`src/rtl/nibble_pack_fifo.sv`:
```
// nibble_pack_fifo
// Packs pairs of captured nibbles (low nibble first) into bytes and queues
// them in a small first-word-fall-through FIFO with a valid/ready output.
// A +1 (mod 16) sequence checker watches the nibble stream.
//
// Ports:
//   clk_b         receive-domain clock, rising edge
//   rst_n         asynchronous active-low reset
//   nib_valid     one-cycle strobe, nib_data holds a new nibble
//   nib_data      captured nibble
//   out_ready     downstream accepts out_data this cycle
//   out_valid     FIFO non-empty
//   out_data      head-of-FIFO byte (reads 0 while empty)
//   fifo_count    bytes stored, 0..DEPTH
//   half_pending  low nibble held, waiting for the high nibble
//   overflow      sticky: completed byte dropped because the FIFO was full
//   seq_err       sticky: a nibble broke the +1 sequence
//   clr_err       pulse: clears overflow/seq_err and disarms the checker
module nibble_pack_fifo #(
    parameter int ADDR_W = 2
) (
    input  logic              clk_b,
    input  logic              rst_n,
    input  logic              nib_valid,
    input  logic [3:0]        nib_data,
    input  logic              out_ready,
    output logic              out_valid,
    output logic [7:0]        out_data,
    output logic [ADDR_W:0]   fifo_count,
    output logic              half_pending,
    output logic              overflow,
    output logic              seq_err,
    input  logic              clr_err
);

    localparam int DEPTH = 1 << ADDR_W;
    localparam logic [ADDR_W:0] FULL_CNT = (ADDR_W+1)'(DEPTH);

    logic [7:0]        mem [DEPTH];
    logic [ADDR_W-1:0] wr_ptr;
    logic [ADDR_W-1:0] rd_ptr;
    logic [ADDR_W:0]   count;
    logic [3:0]        low_nib;
    logic [3:0]        expected;
    logic              armed;

    logic push_req;
    logic pop;
    logic full;
    logic push_ok;
    logic drop;
    logic bad_nib;

    assign out_valid  = (count != '0);
    assign fifo_count = count;
    assign full       = (count == FULL_CNT);
    assign push_req   = nib_valid && half_pending;
    // Pop is qualified by out_valid before the edge, so a push into an
    // empty FIFO is never consumed at the same edge.
    assign pop        = out_valid && out_ready;
    // When full, a simultaneous pop frees the slot the push writes into.
    assign push_ok    = push_req && (!full || pop);
    assign drop       = push_req && full && !pop;
    assign bad_nib    = nib_valid && armed && (nib_data != expected);

    // Memory is not reset; empty reads are masked to zero instead.
    assign out_data   = out_valid ? mem[rd_ptr] : 8'h00;

    always_ff @(posedge clk_b) begin
        if (push_ok) begin
            mem[wr_ptr] <= {nib_data, low_nib};
        end
    end

    always_ff @(posedge clk_b or negedge rst_n) begin
        if (!rst_n) begin
            wr_ptr       <= '0;
            rd_ptr       <= '0;
            count        <= '0;
            low_nib      <= '0;
            half_pending <= 1'b0;
            overflow     <= 1'b0;
            seq_err      <= 1'b0;
            expected     <= '0;
            armed        <= 1'b0;
        end else begin
            if (nib_valid) begin
                if (half_pending) begin
                    half_pending <= 1'b0;
                end else begin
                    low_nib      <= nib_data;
                    half_pending <= 1'b1;
                end
            end

            if (push_ok) begin
                wr_ptr <= wr_ptr + 1'b1;
            end
            if (pop) begin
                rd_ptr <= rd_ptr + 1'b1;
            end

            case ({push_ok, pop})
                2'b10:   count <= count + 1'b1;
                2'b01:   count <= count - 1'b1;
                default: count <= count;
            endcase

            // Error set takes priority over a coincident clear.
            if (drop) begin
                overflow <= 1'b1;
            end else if (clr_err) begin
                overflow <= 1'b0;
            end

            if (bad_nib) begin
                seq_err <= 1'b1;
            end else if (clr_err) begin
                seq_err <= 1'b0;
            end

            // The checker always resyncs to the latest nibble. A nibble
            // arriving with clr_err counts as the first one after the clear.
            if (nib_valid) begin
                expected <= nib_data + 4'd1;
                armed    <= 1'b1;
            end else if (clr_err) begin
                armed    <= 1'b0;
            end
        end
    end

endmodule

```
`config.mk`:
```
export PLATFORM = sky130hd
export DESIGN_NAME = nibble_pack_fifo
export DESIGN_NICKNAME = d
export VERILOG_FILES = /design/src/rtl/nibble_pack_fifo.sv
export SDC_FILE = /design/constraint.sdc
export NUM_CORES = 1
export LEC_CHECK = 0
export ABC_AREA = 1
export CORE_ASPECT_RATIO = 0.7
export CORE_MARGIN = 4
export CORE_UTILIZATION = 29
export CTS_BUF_LIST = sky130_fd_sc_hd__clkbuf_16
export CTS_CLUSTER_DIAMETER = 60
export DETAILED_ROUTE_END_ITERATION = 16
export GPL_ROUTABILITY_DRIVEN = 0
export SETUP_SLACK_MARGIN = 0.02
export SLEW_MARGIN = 15
export SYNTH_ARGS = -nofsm -noshare
export SYNTH_HDL_FRONTEND = slang
export SYNTH_SLANG_ARGS = --single-unit
export TNS_END_PERCENT = 50
```
`constraint.sdc`:
```
create_clock -name clk_b -period 1.9 [get_ports clk_b]
set_input_delay 0.38 -clock clk_b [delete_from_list [all_inputs] [get_ports clk_b]]
set_output_delay 0.38 -clock clk_b [all_outputs]
set_load 0.02 [all_outputs]
```
Word-level counts from Yosys, hierarchy flattened:

Memories as Yosys holds them, arrays and structs flattened.
Cells that the tools add are included.

* reduce and logical (&&, ||, !) cells: 16
* $add $sub $neg: 5
* bitwise gates (word level): 1
* mux-type cells: 9
* eq/ne operators: 4

Operator list (number)
* $mux 8: 1
* $reduce_bool 2->1: 4
* $logic_and 1x1->1: 7
* $mux 1: 7
* $pmux 3 s2: 1
* $add 2x1->2 const B: 2
* $add 4x1->4 const B: 1
* $ne 4x4->1: 1
* $add 3x1->3 const B: 1
* $eq 3x3->1 const B: 1
* $reduce_bool 3->1: 1
* $sub 3x1->3 const B: 1
* $eq 2x1->1 const B: 1
* $eq 2x2->1 const B: 1
* $logic_not 1->1: 2
* $reduce_and 2->1: 1
* $logic_or 1x1->1: 1
* $not 1->1: 1

* memories kept: 1
* bits of input ports: 9
* register bits: 19
* RAM bits: 32

Memory list
* mem: words 4, width 8, rd ports 1, clocked after Yosys merged registers in 0, write ports 1, RTL line 39 `logic [7:0] mem [DEPTH];`

Depth between registers and ports, before layout:

* depth after elaboration: 6
* mapped depth: 10
* mapped depth without buffers: 10

Worst setup path before layout:

Ideal clock, no wire load.

* path kind: reg-to-reg
* from: register count[0] (netlist: fifo_count[0])
* to: register count[2] (netlist: fifo_count[2])
* data required time: 1783 ps
* period minus slack after synthesis: 1801 ps
* cell stages (with the launch flop): 11
* setup time: 117 ps
* setup slack: 99 ps
* buffers on the path: 0
* arrival: 1684 ps
* cell sequence: dfrtp_1 nor2_1 nand2_1 nand3_1 fa_1 inv_1 nand2_1 nand2_1 nand2_1 nand2_1 nand2_1

* cells in the longest elaborated chain, start to end: 6
* elaborated cells between the ends (all ways): 12

Ends and longest elaborated chain
* from (decl): RTL line 42 `logic [ADDR_W:0] count;`
* from (signal assigned): RTL line 104 `2'b10: count <= count + 1'b1;`
* from (signal assigned): RTL line 105 `2'b01: count <= count - 1'b1;`
* from (signal assigned): RTL line 106 `default: count <= count;`
* $reduce_bool 3->1 *: RTL line 54 `assign out_valid = (count != '0);`
* net out_valid: RTL line 27 `output logic out_valid,`
* $logic_and 1x1->1 *: RTL line 60 `assign pop = out_valid && out_ready;`
* $logic_or 1x1->1: RTL line 62 `assign push_ok = push_req && (!full || pop);`
* $logic_and 1x1->1: RTL line 62
* $eq 2x1->1 / $eq 2x2->1 (equally long branches): RTL line 103 `case ({push_ok, pop})`
* $pmux 3 s2 / $reduce_bool 2->1 (equally long branches)

Mark *: on every way through the listed nets, which the timed path passes. The rest lies on a longest branch.
A chain may end at the register's enable or synchronous reset.

Worst setup path in the final report:

* from: register rd_ptr[0]
* to: output port out_data[4]

* cells in the longest elaborated chain, start to end: 2

Ends and longest elaborated chain
* from (decl): RTL line 41 `logic [ADDR_W-1:0] rd_ptr;`
* from (signal assigned): RTL line 100 `rd_ptr <= rd_ptr + 1'b1;`
* $mem_v2 4x8
* $mux 8: RTL line 67 `assign out_data = out_valid ? mem[rd_ptr] : 8'h00;`
* to (decl): RTL line 28 `output logic [7:0] out_data,`

No other way between the ends.

==> flow_summary.ini <==
[synthesis]
synthCells = 197
synth_area_leaders = edfxtp_1 44%, dfrtp_1 22%, nor2_1 7.0%, o21ai_0 4.8%, nand2_1 4.3%
yosys_warnings = 0
yosys.cell_count.top_type = nor2_1
synth_top_area_cell = edfxtp_1
synthFlopType = edfxtp_1
synth_top_area_share = 0.437
synth-edff-count = 32
ys_async_sr_fraction = 0.373
synth-seq-cells = 51
syn_nets = 212
syn_area_mm2 = 0.00220
ys_seq_area_frac = 0.653
synthDistinctLibCells = 19
synth_top_cells_by_count = 41 x nor2_1, 32 x edfxtp_1, 25 x nand2_1
syn_area_per_cell_um2 = 11.2

[clock_network]
worstSkewPairLatency_ns = 0.29
cts_setup_buffers = 0
numCtsBuffers = 5
holdBufCountCts = 0
cts.sinks = 51
clockRootBuffer = clkbuf_16
cts_tree = built
clk_pin_slew_worst_paths_ns = 0.06
htree_num_levels = 2
cts_buffer_depth = 2

[timing]
setup_viol = 0
timing.fmax_mhz = 559
tightest_slew_ns = 0.331
whs_ns = 0.417
finalHoldViolations = 0
slew_violations = 0
rsz0062_at_grt = yes
maxSlewHeadroom = 0.779
skew_ns = 0.00495
post-route-period-util = 0.942
fin_ws_ns = 0.110
fin_tns_setup_ns = 0
min_period_ns = 1.79

[critical_path]
worstPathCellList = clkbuf_16 -> clkinv_8 -> o21ai_1 -> a21oi_1 -> buf_4
cp-end-kind = output pin
worst_ep_required_time_ns = 1.52
slowest_stage = dfrtp_2
crit_buf_inv = 3
critical-path-top-delay-family = flip-flops
worstSetupStartpointType = flip-flop
path_max_fanout = 17
cp.arrival_ns = 1.41
crit_type = flip-flop to output pin
max_stage_delay_ns = 0.45

[route]
wl_per_cell_um = 12.7
dr.pass1.iters = 4
via_count = 1450
drt_iter0_drc = 60
drc = 0
via_per_inst = 4.22
postRouteAntennaNets = 0
wirelength_mm = 4.37

[placement]
dp_hpwl_mm = 3.12
port_buffers = 23
dp_slack_ns = -0.194
dpl-instance-area_mm2 = 0.00271

[floorplan]
io_pins = 24
core-area_mm2 = 0.00732
start_util = 0.300
die_x_um = 112
dieArea_mm2 = 0.00906
die_h_um = 80.8
fp-row-count = 26

[finish]
diodes = 0
drive_above_1_share = 0.183
nNetsFinal = 260
syn_to_final_growth_pct = 30.2
final_area_mm2 = 0.00286
fin_util = 0.391

[global_routing]
grt_pass1_vias = 1480
antenna_found_initial = 0
grt_max_degree = 20
grt_pass1_wl_mm = 7.32
grt_usage = 0.106
grt_overflow = 0

[outcome]
status = finished clean

[pwr]
p_per_area_mw_per_mm2 = 1470
ir_drop_mv = 0.514
power_leakage_nw = 1.19

[min_path]
min_path_type = primary input to asynchronous set/reset pin

[flow_run]
drv_cap = 0
-- logic make-up after synthesis --
logic type | synth area share
AO/OA/AOI/OAI | 0.0706
adder cells (fa/ha/maj) | 0.0376
flip-flops | 0.653
buffers and inverters | 0.0427
AND/OR/NAND/NOR | 0.133
XOR/XNOR | 0.0359
multiplexers | 0.0273
-- final cells by class --
class	count	area [µm²]
clock buffers	5	125
clock inverters	3	15.0
fillers	711	4460
inverters	17	76.3
multi-input cells	124	668
flip-flops and latches	51	1440
well taps	98	123
repair buffers	46	418
-- power breakdown --
part           switching [mW]  internal, mW  total (mW)
logic                    1.00         0.816        1.82
registers               0.124          1.39        1.52
clock network           0.378         0.479       0.857
-- layout by cell type, fill, tap and decap left out, types with 6 or more instances in the layout --
| cell | instances |
|---|---|
| clkdlybuf4s50_1 | 14 |
| clkbuf_16 | 6 |
| inv_1 | 14 |
| o21ai_0 | 16 |
| edfxtp_1 | 32 |
| a21oi_1 | 10 |
| nand2_1 | 25 |
| nor2_1 | 41 |
| buf_4 | 23 |
| dfrtp_1 | 18 |
-- metal layers --
layer,GRT usage,share of wire,up-vias
met3,0.0380,0.050,8
met4,0.0372,0.014,0
li1,-,-,753
met5,0,0,-
met1,0.134,0.49,665
met2,0.172,0.45,24
-- path summary, 6_finish.rpt --
kind                          startpoint       endpoint  slack [ns]  cells past startpoint
setup / recovery               rd_ptr[0]    out_data[4]        0.11                      5
hold / removal                     rst_n          armed        0.42                      2
setup reg to reg           fifo_count[1]  fifo_count[2]        0.30                     11
hold reg to reg                    armed          armed        0.47                      2
max in group asynchronous          rst_n      rd_ptr[0]        1.25                      2
min in group clk_b                 armed          armed        0.47                      2
-- flip-flops by register name (all words and copies together), names as in the netlist --
register	flops
low_nib	4
mem	32
wr_ptr	2
fifo_count	3
seq_err	1
expected	4
overflow	1
rd_ptr	2
armed	1
half_pending	1
-- repair_timing --
item,CTS,global route
endpoints found under the setup margin,9,7
gates resized for setup,32,17
pin swaps,0,5
gates cloned,0,1
-- worst reg2reg max path, cell delays in order, from the launching register on --
cell     delay (ns)
dfrtp_1        0.36
nor2_1         0.07
nand2_1        0.07
buf_4          0.13
nand3_1        0.11
fa_1           0.41
inv_1          0.07
nand2_1        0.05
nand2_1        0.07
nand2_1        0.06
nand2_1        0.06
nand2_1        0.04
-- stage by stage --
stage | instances | total power [mW]
floorplan | 197 | 2.51
global placement | 335 | 3.36
detailed placement | 335 | 3.39
CTS | 343 | 4.12
global route | 344 | 4.51
finish | 344 | 4.20
(Power assumes the default switching activity.)
